<file path="src/rtl/serial_rx.sv">
// Oversampled UART receiver: 2-flop synchronized line, falling-edge start
// detection, mid-bit sampling, single stop-bit check with valid/error pulses.
module serial_rx #(
  parameter int OVERSAMPLE = 16,
  parameter int DATA_BITS  = 8
) (
  input  logic                 sysclk,
  input  logic                 reset,
  input  logic                 sample_tick_i,
  input  logic                 receive_i,
  output logic [DATA_BITS-1:0] data_o,
  output logic                 data_valid_o,
  output logic                 framing_error_o,
  output logic                 busy_o,
  output logic [1:0]           dbg_state
);

  localparam int SW = $clog2(OVERSAMPLE);
  localparam int BW = (DATA_BITS > 1) ? $clog2(DATA_BITS) : 1;
  localparam logic [SW-1:0] MID_START   = SW'(OVERSAMPLE / 2 - 1);
  localparam logic [SW-1:0] LAST_SAMPLE = SW'(OVERSAMPLE - 1);
  localparam logic [BW-1:0] LAST_BIT    = BW'(DATA_BITS - 1);

  typedef enum logic [1:0] {
    IDLE  = 2'd0,
    START = 2'd1,
    DATA  = 2'd2,
    STOP  = 2'd3
  } state_t;

  state_t               state, state_next;
  logic                 rx_meta, rx_s, rx_d;
  logic [SW-1:0]        sample_cnt, sample_next;
  logic [BW-1:0]        bit_cnt, bit_next;
  logic [DATA_BITS-1:0] shift_reg, shift_next;
  logic                 load_data, valid_next, ferr_next;

  // Synchronizer and edge-detect copy run every cycle, independent of ticks.
  always_ff @(posedge sysclk) begin
    if (reset) begin
      rx_meta <= 1'b1;
      rx_s    <= 1'b1;
      rx_d    <= 1'b1;
    end else begin
      rx_meta <= receive_i;
      rx_s    <= rx_meta;
      rx_d    <= rx_s;
    end
  end

  always_comb begin
    state_next  = state;
    sample_next = sample_cnt;
    bit_next    = bit_cnt;
    shift_next  = shift_reg;
    load_data   = 1'b0;
    valid_next  = 1'b0;
    ferr_next   = 1'b0;
    case (state)
      IDLE: begin
        if (rx_d && !rx_s) begin
          state_next  = START;
          sample_next = '0;
        end
      end
      START: begin
        if (sample_tick_i) begin
          if (sample_cnt == MID_START) begin
            // A start bit that is high again at its midpoint was a glitch.
            if (rx_s) begin
              state_next = IDLE;
            end else begin
              state_next  = DATA;
              sample_next = '0;
              bit_next    = '0;
            end
          end else begin
            sample_next = sample_cnt + 1'b1;
          end
        end
      end
      DATA: begin
        if (sample_tick_i) begin
          if (sample_cnt == LAST_SAMPLE) begin
            shift_next  = {rx_s, shift_reg[DATA_BITS-1:1]};
            sample_next = '0;
            if (bit_cnt == LAST_BIT) begin
              state_next = STOP;
              bit_next   = '0;
            end else begin
              bit_next = bit_cnt + 1'b1;
            end
          end else begin
            sample_next = sample_cnt + 1'b1;
          end
        end
      end
      STOP: begin
        if (sample_tick_i) begin
          if (sample_cnt == LAST_SAMPLE) begin
            state_next  = IDLE;
            sample_next = '0;
            if (rx_s) begin
              load_data  = 1'b1;
              valid_next = 1'b1;
            end else begin
              ferr_next = 1'b1;
            end
          end else begin
            sample_next = sample_cnt + 1'b1;
          end
        end
      end
      default: begin
        state_next  = IDLE;
        sample_next = '0;
        bit_next    = '0;
      end
    endcase
  end

  always_ff @(posedge sysclk) begin
    if (reset) begin
      state           <= IDLE;
      sample_cnt      <= '0;
      bit_cnt         <= '0;
      shift_reg       <= '0;
      data_o          <= '0;
      data_valid_o    <= 1'b0;
      framing_error_o <= 1'b0;
    end else begin
      state           <= state_next;
      sample_cnt      <= sample_next;
      bit_cnt         <= bit_next;
      shift_reg       <= shift_next;
      data_valid_o    <= valid_next;
      framing_error_o <= ferr_next;
      if (load_data) begin
        data_o <= shift_reg;
      end
    end
  end

  assign busy_o    = (state != IDLE);
  assign dbg_state = state;

endmodule

</file>
<file path="config.mk">
export PLATFORM = sky130hd
export DESIGN_NAME = serial_rx
export DESIGN_NICKNAME = d
export VERILOG_FILES = /design/src/rtl/serial_rx.sv
export SDC_FILE = /design/constraint.sdc
export NUM_CORES = 1
export LEC_CHECK = 0
export BUFFER_PORTS_ARGS = -buffer_cell sky130_fd_sc_hd__buf_4
export CAP_MARGIN = 40
export CORE_MARGIN = 2
export CORE_UTILIZATION = 30
export CTS_CLUSTER_SIZE = 14
export DETAILED_ROUTE_END_ITERATION = 16
export PLACE_DENSITY = 0.52
export SYNTH_ARGS = -nofsm -noshare
export SYNTH_HDL_FRONTEND = slang
export SYNTH_SLANG_ARGS = --single-unit
</file>
<file path="constraint.sdc">
create_clock -name sysclk -period 1.6 [get_ports sysclk]
set_input_delay 0.16 -clock sysclk [delete_from_list [all_inputs] [get_ports sysclk]]
set_output_delay 0.16 -clock sysclk [all_outputs]
set_load 0.05 [all_outputs]
</file>
Yosys cells after proc, flatten, opt, wreduce, memory -nomap -nowiden
Cells that the tools add are included.

Register bits: 30. Bits in latches: 0. Bits in writable memories: 0. ROM bits: 0. Input port bits: 4. Output and inout bits: 13. Word-level logic and storage cells: 72. Memories: 0.

$add $sub $neg: 2. Multiply operators: 0. Divide/modulo/power cells: 0. $lt $le $gt $ge: 0. Eq/ne operators: 17. Shift-type cells: 0. Muxes and demuxes: 29. Bitwise logic cells: 3. Reductions and logical operators: 11.

Operators with widths (count): 4-bit 2-to-1 mux (6); 2-bit 2-to-1 mux (9); 3-bit 2-to-1 mux (6); 2-bit inequality test (second input constant) (9); 4-bit case mux with 3 select lines (1); 2-bit case mux with 4 select lines (1); 8-bit AND reduction (1); 3-bit case mux with 2 select lines (1); 6-bit AND reduction (1); 1-bit 2-to-1 mux (5); 4-bit by 1-bit adder with 4-bit output (second input constant) (1); 2-bit equality test (second input constant) (2); 4-bit by 3-bit equality test with 1-bit output (second input constant) (1); 4-bit equality test (second input constant) (1); 4-bit AND reduction (1); 2-bit nonzero test (2); 4-bit OR reduction (1); 3-bit by 1-bit adder with 3-bit output (second input constant) (1); 3-bit equality test (second input constant) (1); 3-bit inequality test (second input constant) (1); 1-bit inverter (3); 3-bit AND reduction (1); 2-bit by 1-bit equality test with 1-bit output (second input constant) (1); 2-bit logical NOT (1); other kinds (4) (4).

Depth between registers and ports, before layout
Depth after elaboration: 5. Mapped depth: 6. Depth with buffers taken out: 5.

Worst setup path after synthesis
Ideal clock, no wire load.

Path type: reg2reg. Start point: register (tool-made name). End point: register data_o[4]. Library setup time: 128 ps. Arrival: 1726 ps. Required time: 1472 ps. Path slack: -254 ps. Cell stages (with the launch flop): 6. Buffers on the path: 1. Period minus slack after synthesis: 1854 ps. Cells stage by stage: dfxtp_1 > buf_6 > nand2_1 > nor3_4 > mux2i_1 > nor2_1.

RTL lines: end signal, assigned (RTL line 139) `data_o <= shift_reg;`; end, declared (RTL line 11) `output logic [DATA_BITS-1:0] data_o,`.

Worst setup path in the final report
Start point: register state[0], in the netlist dbg_state[0]. End point: register sample_cnt[3].

Cells in the longest elaborated chain, start to end: 4. Elaborated cells between the ends (all ways): 11. Those cells by class: eq/ne (7); mux (1); reduce/logical (3).

RTL lines: start, declared (RTL line 31) `state_t state, state_next;`; start signal, assigned (RTL line 132) `state <= state_next;`; 2-bit equality test (RTL line 59) `case (state)`; 2-bit OR reduction (no line); 2-bit by 1-bit inequality test with 1-bit output (no line); 4-bit AND reduction (no line); end signal, assigned (RTL line 133) `sample_cnt <= sample_next;`; end, declared (RTL line 33) `logic [SW-1:0] sample_cnt, sample_next;`.

Parallel ways exist; a longest one is shown, timed or not. A chain may end at the register's enable or synchronous reset.

==> impl_metrics.yaml <==
timing:
  rsz0062_at_grt: "true"
  hold_viol_final: 0
  worst_pin_slew_ns: 0.3791
  slew_viol_final: 0
  post-route-period-util: 0.9763
  slew_headroom: 0.7472
  fin_ws_ns: 0.03795
  fin_crit_ns: 1.562
  setup_viol: 0
  max_freq_mhz: 640.2
  finClkSkew_ns: 0.003778
cells_and_area:
  utilization: 0.3980
  nets: 162
  num-fill-cells: 441
  antenna_cells: 0
  area_growth_pct: 29.23
  fin_cells: 207
  drive_above_1_share: 0.3484
synth:
  synth_most_common_cell: "dfxtp_1"
  syn_nets: 138
  yosysTopAreaCellShare: 0.4541
  syn_inst: 131
  postSynth.asyncResetShare: 0
  synth_flop_cell: "dfxtp_1"
  post-synth-top-area-cell: "dfxtp_1"
  yosysWarnings: 0
  ys_ff_latch: 30
  post_synth.cell_area_avg_um2: 10.10
  synthTopCellsByArea: "dfxtp_1, mux2i_1, nor2_1"
  synth_edf_count: 0
  ys_seq_area_frac: 0.4541
  ys_types: 37
  synth_common_cells: "dfxtp_1, nor2_1, mux2i_1"
  netlist_area_um2: 1323
power:
  cellPowerDensity_nw_per_um2: 898.0
  power_frac_clock: 0.461
  p_sw_frac: 0.2097
  p_sw_uw: 321.9
  ir_worst_vdd_mv: 0.5097
  intPower_uw: 1213
  pwr-share-seq: 0.493
  p_leak_uw: 0.0006182
  pwr-share-comb: 0.046
clock_network:
  hold_buffers: 0
  cts-root-buf: "clkbuf_8"
  htree_num_levels: 2
  cts_buffer_depth: 2
  cts_made_buffers: 5
  clock-sinks: 30
  insertion_delay_ns: 0.28
  cts_tree: "done"
  clk_pin_slew_worst_paths_ns: 0.06
detailed_routing:
  drcViolationCount: 0
  wl_per_cell_um: 12.97
  num_vias: 999
  vias_per_cell: 4.826
  drt-initial-drc-count: 48
  drt_pass1_iterations: 4
  ant_nets: 0
  drt_wl_total_um: 2685
global_routing:
  busiest_layer: "met2"
  grt_pass1_vias: 959
  gr-usage-met3: 0.04040
  grt_start_max_net_pins: 31
  antenna_found_initial: 0
  grt_pass1_wl_um: 4333
  grt_use_met2: 0.1614
  overflow: 0
  grtUsageTotal: 0.1111
  met1_usage: 0.1431
placement:
  pre_cts_ws_ns: 0.007437
  post-dp-hpwl_um: 1700
  routabilityCongestion: 0.7332
  io_buffers: 16
  dp.cells: 199
die:
  die_area_um2: 4955
  initial_utilization: 0.3080
  dieWidth_um: 70.40
  std_cell_rows: 24
  die_h_um: 70.40
  core_region_area_um2: 4294
  ios: 17
worst_hold_path:
  hold_path.class: "in2reg"
  holdCritStartpoint: "receive_i"
  worstHoldPathCells: 2
  whs_endpoint: "rx_meta"
critical_path:
  critPathArrivalTime_ns: 1.76
  rrSetupSlack_ns: 0.04
  startpoint_type: "register"
  cp.required_ns: 1.80
  reg2regPathDepth: 4
  worstPathMaxFanout: 10
  timing.rr.end: "sample_cnt[3]"
  worstSetupEndpointType: "register"
  r2r-start: "dbg_state[0]"
  path_class: "reg2reg"
run_status:
  status: "completed"
flow_run:
  drv_cap: 0
[area by class of cell]
type	instances	area, um2	area share
Inverter	2	7.507	0.004392
Clock buffer	7	107.6	0.06296
Multi-Input combinational cell	91	713.2	0.4173
Tap cell	52	65.06	0.03807
Sequential cell	30	614.3	0.3594
Timing Repair Buffer	25	201.4	0.1179
[placed cells by master, fill, tap and decap left out, types with 2 or more instances in the layout]
| cell | netlist | routed |
|---|---|---|
| nor3b_1 | 2 | 2 |
| clkbuf_8 | 0 | 6 |
| nand3_1 | 2 | 2 |
| dfxtp_4 | 0 | 2 |
| nor4bb_1 | 2 | 2 |
| inv_1 | 2 | 2 |
| or4_1 | 2 | 2 |
| nor3_1 | 3 | 2 |
| nor2_1 | 23 | 23 |
| a21oi_1 | 5 | 4 |
| ha_1 | 3 | 2 |
| dfxtp_1 | 30 | 23 |
| mux2i_1 | 18 | 18 |
| nand2_1 | 7 | 7 |
| nand3b_1 | 2 | 2 |
| buf_4 | 1 | 22 |
| dfxtp_2 | 0 | 5 |
| nor3_4 | 1 | 2 |
| or2_2 | 3 | 3 |
[kinds of logic after synthesis]
kind of cell	Yosys count	synth area share
multiplexers	18	0.1362
adder cells (fa/ha/maj)	3	0.02839
buffers and inverters	10	0.04447
AND/OR/NAND/NOR	59	0.2659
flip-flops	30	0.4541
AO/OA/AOI/OAI	11	0.07096
[metal layers]
metal  vias up  routed length (um)
met5         -                   0
met4         0                  35
met3         4                 132
met2        19                1234
met1       469                1283
li1        507                   -
[worst max-delay path, cell delays in order (launching register included)]
cell	delay, ns
dfxtp_4	0.38
nor4b_4	0.33
a221oi_4	0.10
or4_1	0.51
a31oi_1	0.17
[through the flow]
step	total power (uW)	instance area [um2]	hold slack (ns)	TNS, ns
after global placement	838.0	1539	0.3467	0
after global routing	1603	1709	0.06872	-0.02808
after detailed placement	838.5	1539	0.3482	0
final	1535	1709	0.06477	0
after CTS	1554	1647	0.05612	0
after floorplan	816.4	1333	0.2375	0
[worst max path at each step]
stage / start / to / slack, ns / depth (start not counted)
after detailed placement: rx_s / bit_cnt[0] / 0.007 / 4
after CTS: rx_s / bit_cnt[0] / 0.004 / 4
final: dbg_state[0] / sample_cnt[3] / 0.04 / 4
after floorplan: dbg_state[0] / data_o[4] / 0.03 / 5
after global routing: dbg_state[0] / sample_cnt[3] / -0.02 / 4
after global placement: sample_cnt[1] / sample_cnt[0] / 0.009 / 5
[power groups by stage]
stage | clock network, uW | registers, uW | logic [uW]
4_1_cts | 732 | 756 | 66.4
2_1_floorplan | 0 | 774 | 42.7
3_3_place_gp | 0 | 773 | 65.2
6_report | 707 | 757 | 70.8
5_1_grt | 769 | 757 | 77.0
3_5_place_dp | 0 | 773 | 65.6
[what timing repair did]
item | 4_1_cts | 5_1_grt
cloned | 0 | 1
gates resized for setup | 0 | 14
buffers inserted | 0 | 0
setup endpoints to repair | 2 | 15
pin swaps | 2 | 1
Note: power is estimated with default switching activity, not from simulation.
